<file path="config.mk">
export PLATFORM = sky130hd
export DESIGN_NAME = bitslice_alu
export DESIGN_NICKNAME = d
export VERILOG_FILES = /design/src/rtl/alu_pkg.sv /design/src/rtl/alu_slice4.sv /design/src/rtl/bitslice_alu.sv
export SDC_FILE = /design/constraint.sdc
export NUM_CORES = 1
export LEC_CHECK = 0
export BUFFER_PORTS_ARGS = -buffer_cell sky130_fd_sc_hd__buf_2
export CAP_MARGIN = 20
export CELL_PAD_IN_SITES_DETAIL_PLACEMENT = 1
export CELL_PAD_IN_SITES_GLOBAL_PLACEMENT = 2
export CORE_MARGIN = 2
export CORE_UTILIZATION = 30
export CTS_CLUSTER_DIAMETER = 200
export CTS_CLUSTER_SIZE = 8
export DETAILED_ROUTE_END_ITERATION = 12
export HOLD_SLACK_MARGIN = 0.15
export PLACE_DENSITY = 0.83
export SLEW_MARGIN = 40
export SYNTH_ARGS = -nofsm -noshare
export SYNTH_HDL_FRONTEND = slang
export SYNTH_HIERARCHICAL = 1
export SYNTH_SLANG_ARGS = --single-unit
</file>
<file path="constraint.sdc">
create_clock -name clk -period 8.4 [get_ports clk]
set_input_delay 0.84 -clock clk [delete_from_list [all_inputs] [get_ports clk]]
set_output_delay 0.84 -clock clk [all_outputs]
set_load 0.01 [all_outputs]
</file>
<file path="src/rtl/alu_pkg.sv">
// Shared definitions for the stack16 bit-slice ALU: mode select, named opcodes
// and the status bundle captured by the flag register.
package alu_pkg;

    localparam logic M_ARITH = 1'b0;
    localparam logic M_LOGIC = 1'b1;

    localparam logic [4:0] OP_ADD    = 5'b01001;
    localparam logic [4:0] OP_SUB_M1 = 5'b00110;
    localparam logic [4:0] OP_DEC    = 5'b01111;
    localparam logic [4:0] OP_PASSA  = 5'b11111;
    localparam logic [4:0] OP_PASSB  = 5'b11010;
    localparam logic [4:0] OP_AND    = 5'b11011;
    localparam logic [4:0] OP_OR     = 5'b11110;
    localparam logic [4:0] OP_XOR    = 5'b10110;
    localparam logic [4:0] OP_NOTA   = 5'b10000;
    localparam logic [4:0] OP_ZERO   = 5'b10011;
    localparam logic [4:0] OP_ONES   = 5'b11100;

    typedef struct packed {
        logic carry;
        logic zero;
        logic minus1;
    } alu_status_t;

endpackage

</file>
<file path="src/rtl/alu_slice4.sv">
// One 4-bit 74181-equivalent slice: function output plus group propagate and
// generate for the lookahead unit in the top.
module alu_slice4
    import alu_pkg::*;
(
    input  logic [3:0] a,
    input  logic [3:0] b,
    input  logic [3:0] s,
    input  logic       m,
    input  logic       cin,
    output logic [3:0] f,
    output logic       p,
    output logic       g
);

    logic [3:0] t1;
    logic [3:0] t2;
    logic [3:0] p_bit;
    logic [3:0] g_bit;
    logic [3:0] c_bit;
    logic       ripple_acc;
    logic       gen_acc;

    // T2 can only be set where A is set, so T1 covers it; p/g are the usual half-add terms
    always_comb begin
        t1    = a | (b & {4{s[0]}}) | (~b & {4{s[1]}});
        t2    = (a & b & {4{s[3]}}) | (a & ~b & {4{s[2]}});
        p_bit = t1 ^ t2;
        g_bit = t1 & t2;
    end

    always_comb begin
        c_bit      = '0;
        ripple_acc = cin;
        for (int i = 0; i < 4; i++) begin
            c_bit[i]   = ripple_acc;
            ripple_acc = g_bit[i] | (p_bit[i] & ripple_acc);
        end
    end

    always_comb begin
        gen_acc = 1'b0;
        for (int i = 0; i < 4; i++) begin
            gen_acc = g_bit[i] | (p_bit[i] & gen_acc);
        end
        g = gen_acc;
        p = &p_bit;
    end

    // Logic mode is the inverted half-sum with all internal carries suppressed
    always_comb begin
        if (m == M_LOGIC) begin
            f = ~p_bit;
        end else begin
            f = p_bit ^ c_bit;
        end
    end

endmodule

</file>
<file path="src/rtl/bitslice_alu.sv">
// 16-bit 74181-style ALU built from 4-bit slices with group carry lookahead,
// optional byte swap, combinational status and a registered flag copy.
module bitslice_alu
    import alu_pkg::*;
#(
    parameter int WIDTH = 16
) (
    input  logic             clk,
    input  logic             rst,
    input  logic [WIDTH-1:0] A,
    input  logic [WIDTH-1:0] B,
    input  logic [4:0]       Op,
    input  logic             Swap,
    input  logic             Cin,
    input  logic             FlagEn,
    output logic [WIDTH-1:0] Q,
    output logic             Carry,
    output logic             Zero,
    output logic             Minus1,
    output logic             FlagC,
    output logic             FlagZ,
    output logic             FlagM1
);

    localparam int NSL = WIDTH / 4;

    logic             logic_mode;
    logic [WIDTH-1:0] f;
    logic [NSL-1:0]   grp_p;
    logic [NSL-1:0]   grp_g;
    logic [NSL:0]     carry;
    logic             look_acc;
    alu_status_t      status;
    alu_status_t      flag_d;
    alu_status_t      flag_q;

    assign logic_mode = (Op[4] == M_LOGIC);

    for (genvar i = 0; i < NSL; i++) begin : g_slice
        alu_slice4 u_slice (
            .a   (A[4*i +: 4]),
            .b   (B[4*i +: 4]),
            .s   (Op[3:0]),
            .m   (logic_mode),
            .cin (carry[i]),
            .f   (f[4*i +: 4]),
            .p   (grp_p[i]),
            .g   (grp_g[i])
        );
    end

    // Each slice carry is a flat function of group P/G and Cin, never of a lower slice's carry
    always_comb begin
        carry    = '0;
        carry[0] = Cin;
        look_acc = 1'b0;
        for (int k = 0; k < NSL; k++) begin
            look_acc = Cin;
            for (int j = 0; j <= k; j++) begin
                look_acc = grp_g[j] | (grp_p[j] & look_acc);
            end
            carry[k+1] = look_acc;
        end
    end

    always_comb begin
        if (Swap) begin
            Q = {f[7:0], f[WIDTH-1:8]};
        end else begin
            Q = f;
        end
    end

    always_comb begin
        status.carry  = carry[NSL] & ~logic_mode;
        status.zero   = (Q == '0);
        status.minus1 = &Q;
    end

    assign Carry  = status.carry;
    assign Zero   = status.zero;
    assign Minus1 = status.minus1;

    always_comb begin
        flag_d = flag_q;
        if (FlagEn) begin
            flag_d = status;
        end
    end

    always_ff @(posedge clk) begin
        if (rst) begin
            flag_q <= '0;
        end else begin
            flag_q <= flag_d;
        end
    end

    assign FlagC  = flag_q.carry;
    assign FlagZ  = flag_q.zero;
    assign FlagM1 = flag_q.minus1;

endmodule

</file>
; ---- Yosys cells after proc, flatten, opt, wreduce, memory -nomap -nowiden
; Cells that the tools add are included.
[word_totals]
regBits = 3
input_bits = 42
output_inout_bits = 22
word_cells = 128
[op_classes]
muxes = 5
bitwise = 114
reduce_logical = 6
[op_table]
columns = operator, count
row1 = AND 4 bit, 28
row2 = bitwise OR 4 bit, 12
row3 = NOT 4 bit, 8
row4 = bitwise XOR 4 bit, 8
row5 = AND 1 bit, 29
row6 = bitwise OR 1 bit, 28
row7 = logical NOT 16 bit, 1
row8 = 2-to-1 mux 16 bit, 1
row9 = 2-to-1 mux 4 bit, 4
row10 = AND reduction 16 bit, 1
row11 = AND reduction 4 bit, 4
row12 = NOT 1 bit, 1

; ---- Logic depth before layout (Yosys ltp)
[depth]
depth_word = 26
depth_mapped = 17
mapped_depth_nobuf = 17

; ---- Modules after synthesis
; Netlist, hierarchy kept.
[modules_own_cells]
columns = module, n_inst, cells_each, area_each_um2, seq_area_each_um2
row1 = alu_slice4 at g_slice[1].u_slice ..., 3, 37, 315.3, 0.0
row2 = bitslice_alu, 1, 64, 509.2, 60.1
row3 = alu_slice4 at g_slice[0].u_slice, 1, 36, 319.1, 0.0

; ---- Worst setup path before layout
; OpenSTA, ideal clock, no wires.
[synth_timing]
kind = input to output
from = input port Op[1]
to = output port Zero
arrival_ps = 4830
t_required_ps = 7560
slack_ps = 2730
stages = 15
n_path_buf = 0
cell_sequence = nor2b_1 > a211o_1 > ha_1 > a21oi_1 > o21ai_0 > a21o_1 > a21o_1 > fa_1 > fa_1 > fa_1 > inv_1 > mux2i_1 > or4_1 > or4_4 > nor2_1
[synth_via]
elab_cells_between_ends = 81
classes_between = 5 x mux / 72 x bitwise / 4 x reduce/logical
[synth_rtl]
columns = item, line_no
row1 = start: declaration, bitslice_alu.sv:12  ; input logic [4:0] Op,
row2 = AND 4 bit *, alu_slice4.sv:26  ; t1 = a | (b & {4{s[0]}}) | (~b & {4{s[1]}});
row3 = bitwise OR 4 bit *, alu_slice4.sv:26
row4 = bitwise XOR 4 bit or AND 4 bit (tied branches), "alu_slice4.sv:28, alu_slice4.sv:29"
row5 = AND 1 bit, alu_slice4.sv:44  ; gen_acc = g_bit[i] | (p_bit[i] & gen_acc);
row6 = bitwise OR 1 bit, alu_slice4.sv:44
row7 = AND 1 bit, alu_slice4.sv:44
row8 = bitwise OR 1 bit, alu_slice4.sv:44
row9 = AND 1 bit, alu_slice4.sv:44
row10 = [1 not listed], -
row11 = net grp_g[0], bitslice_alu.sv:30  ; logic [NSL-1:0] grp_g;
row12 = [1 not listed], -
row13 = net carry[1], bitslice_alu.sv:31  ; logic [NSL:0] carry;
row14 = [2 not listed], -
row15 = net carry[2], bitslice_alu.sv:31
row16 = [1 not listed], -
row17 = bitwise OR 1 bit *, alu_slice4.sv:37  ; ripple_acc = g_bit[i] | (p_bit[i] & ripple_acc);
row18 = AND 1 bit *, alu_slice4.sv:37
row19 = bitwise OR 1 bit *, alu_slice4.sv:37
row20 = bitwise XOR 4 bit *, alu_slice4.sv:55  ; f = p_bit ^ c_bit;
row21 = 2-to-1 mux 4 bit *, alu_slice4.sv:52  ; if (m == M_LOGIC) begin
row22 = net f[10], bitslice_alu.sv:28  ; logic [WIDTH-1:0] f;
row23 = 2-to-1 mux 16 bit *, bitslice_alu.sv:67  ; if (Swap) begin
row24 = logical NOT 16 bit *, bitslice_alu.sv:76  ; status.zero = (Q == '0);
row25 = end: declaration, bitslice_alu.sv:18  ; output logic Zero,
; The timed path passes the listed nets; every way through them passes the cells marked *.

; ---- Worst setup path after layout
; Same ends and word-level chain as after synthesis.

==> flow_summary.yaml <==
status:
  status: "completed"
worst_setup_path:
  path_max_fanout: 16
  critPathSlowestCell: "or4_1"
  cp.required_ps: 7560
  critPathLaunchType: "primary input"
  cp_slowest_stage_delay_ps: 570
  critPathTopFamily: "adder cells"
  path_cells: "buf_2, nor2b_1, a211o_1, ha_1, a21oi_1, o21ai_0, a21o_1, a21o_1, fa_1, fa_1, fa_1, inv_1, mux2i_1, or4_1, or4_4, nor2_1, buf_2"
  cp_num_buf_inv: 3
  criticalPathCategory: "in2out"
  arrival_ps: 5330
  crit_top_cell: "fa_1"
  end_kind: "output port"
timing:
  period_share: 0.7347
  setup_slack_ps: 2228
  fin_setup_tns_ps: 0
  min_period_ps: 6172
  slew_viol_final: 0
  hold_violations: 0
  setup_violations: 0
  fmax_ghz: 0.1620
  rsz0062_at_grt: "false"
  relSlewSlack: 0.6558
  worst_clock_skew_ps: 0
  worstMarginPinSlew_ps: 516.3
cts:
  cts_tree: "built"
  clockRootBuffer: "clkbuf_8"
  clockBufferDepth: 2
  holdBufCountCts: 0
  numCtsBuffers: 3
  cts_resized: 0
  post_cts_buffers: 0
  path_clk_slew_ps: 30
  clock_sinks: 3
  clock_latency_ps: 210
  htreeDepth: 1
pwr:
  p_leak_nw: 1.111
  irDropWorstVdd_v: 0.00004017
  power.density_mw_per_mm2: 115.8
placed_design:
  dpl-instance-area_mm2: 0.002175
  gp_congestion: 0.7558
  placed_cells: 347
  place_ws_ps: 2197
  port_buffers: 63
  dp_hpwl_mm: 4.292
detailed_routing:
  routed-via-count: 1768
  wl_met2_mm: 2.545
  drtIter0Drc: 50
  drcViolationCount: 0
  route.met3.wl_um: 174
  highest_layer: "met4"
  drtAntennaViolNets: 0
  via_per_inst: 5.037
  firstDrtPassIters: 5
  wire_per_inst_um: 14.42
  wl_mm: 5.062
  wirelength_met1_mm: 2.320
global_routing:
  grtUsageTotal: 0.1605
  grt_pass1_vias: 1917
  grt_max_degree: 25
  grt_first_pass_wirelength_mm: 8.514
  antenna_found_initial: 0
  globalRouteOverflowTotal: 0
cells_and_area:
  area_growth_pct: 25.11
  layout.nets: 347
  fin_cells: 351
  fillers: 752
  design_area_mm2: 0.002220
  antenna_cells: 0
  drive_above_1_share: 0.3007
synth:
  synth_area_mm2: 0.001774
  yosysSeqAreaShare: 0.03385
  synth-warning-count: 6
  synthDistinctLibCells: 32
  syn_inst: 211
  synth.avg_cell_area_um2: 8.409
  ys_ff_latch: 3
  syn_nets: 281
job:
  max-cap-violations: 0
die:
  die_y_um: 80.90
  core_mm2: 0.005816
  io-pin-count: 64
  start_util: 0.3051
  rows: 28
  die_area_mm2: 0.006545
  chipWidth_um: 80.90
hold_path:
  min_path_type: "reg2reg"
[tightest hold or removal path, delay by kind of cell, from the launching register on]
| family | cells | cell delay, ps |
|---|---|---|
| compound gates | 1 | 70 |
| simple gates | 1 | 90 |
| flops | 1 | 310 |
[registers in the layout (all words and copies together), names as in the netlist]
signal  flops
FlagC       1
FlagM1      1
FlagZ       1
[power by group]
| group | internal [mW] | switching, mW | total [mW] |
|---|---|---|---|
| Combinational | 0.0873 | 0.113 | 0.201 |
| Clock | 0.0324 | 0.00928 | 0.0416 |
| Sequential | 0.0146 | 0.0000939 | 0.0147 |
[metal layers]
layer	up-vias	track usage
met5	-	0
met4	0	0.01695
met3	2	0.01111
met2	36	0.2975
met1	830	0.2096
li1	900	-
[worst paths after layout]
check,start,endpoint,slack (ps),cells past startpoint
hold reg to reg,FlagZ,FlagZ,520,2
setup / recovery,Op[1],Zero,2230,17
hold / removal,FlagZ,FlagZ,520,2
setup reg to reg,FlagC,FlagC,7630,3
[cell usage in the layout, fill, tap and decap left out, types with 2 or more instances in the layout]
master	count
a21o_1	3
ha_1	16
a211o_1	17
mux2_2	14
buf_2	63
xnor2_1	4
nand2_1	12
a21oi_1	9
nor2_1	10
dfxtp_1	3
nand4_1	2
o21ai_0	6
nand3_1	4
nor2b_1	32
nor4_1	3
inv_1	15
nor3b_1	4
mux2i_1	30
clkbuf_8	3
fa_1	12
nor3_1	2
[cells in the mapped netlist (all sizes together)]
| cell | instances | area (um^2) |
|---|---|---|
| nor2b | 32 | 200.2 |
| mux2i | 30 | 300.3 |
| a211o | 17 | 148.9 |
| ha | 16 | 200.2 |
| inv | 15 | 56.30 |
| mux2 | 14 | 157.7 |
| fa | 12 | 240.2 |
| nand2 | 12 | 45.04 |
| nor2 | 11 | 43.80 |
| a21oi | 9 | 45.04 |
| o21ai | 6 | 30.03 |
| nand3 | 4 | 20.02 |
| nor3b | 4 | 30.03 |
| xnor2 | 4 | 35.03 |
| a21o | 3 | 22.52 |
| dfxtp | 3 | 60.06 |
| nor4 | 3 | 18.77 |
| buf | 2 | 8.750 |
| nand4 | 2 | 12.51 |
| nor3 | 2 | 10.01 |
| or4 | 2 | 18.77 |
| a31oi | 1 | 6.260 |
| a41o | 1 | 10.01 |
| and4 | 1 | 8.760 |
| nand2b | 1 | 6.260 |
| o21a | 1 | 7.510 |
| o22ai | 1 | 6.260 |
| o32ai | 1 | 16.27 |
| o41ai | 1 | 8.760 |
[logic make-up (layout without fill, tap and decap cells)]
family          Yosys count  in the layout  share of synthesized area
compound gates           41             41                     0.1700
buf+inv                  17             82                    0.03666
mux                      44             44                     0.2581
flops                     3              3                    0.03385
fa+ha+maj                28             28                     0.2482
simple gates             74             74                     0.2334
xor+xnor                  4              4                    0.01974
[area by class of cell]
class                      instances  area [um^2]  share of cell area
inverter                          15        56.30             0.02537
multi-input combinational        191         1649              0.7430
tap                               75        93.84             0.04228
timing repair buffer              63        315.3              0.1421
sequential                         3        60.06             0.02706
clock buffer                       4        45.04             0.02029
[stage by stage]
step	utilization	total power [mW]	hold slack, ps
after detailed placement	0.3739	0.2173	488.7
after floorplan	-	0.1469	516.3
final	0.3817	0.2570	520.2
after global placement	0.3739	0.2134	488.0
after CTS	0.3817	0.2610	528.7
after global routing	0.3817	0.2869	549.8
Note: power is estimated with default switching activity, not from simulation.
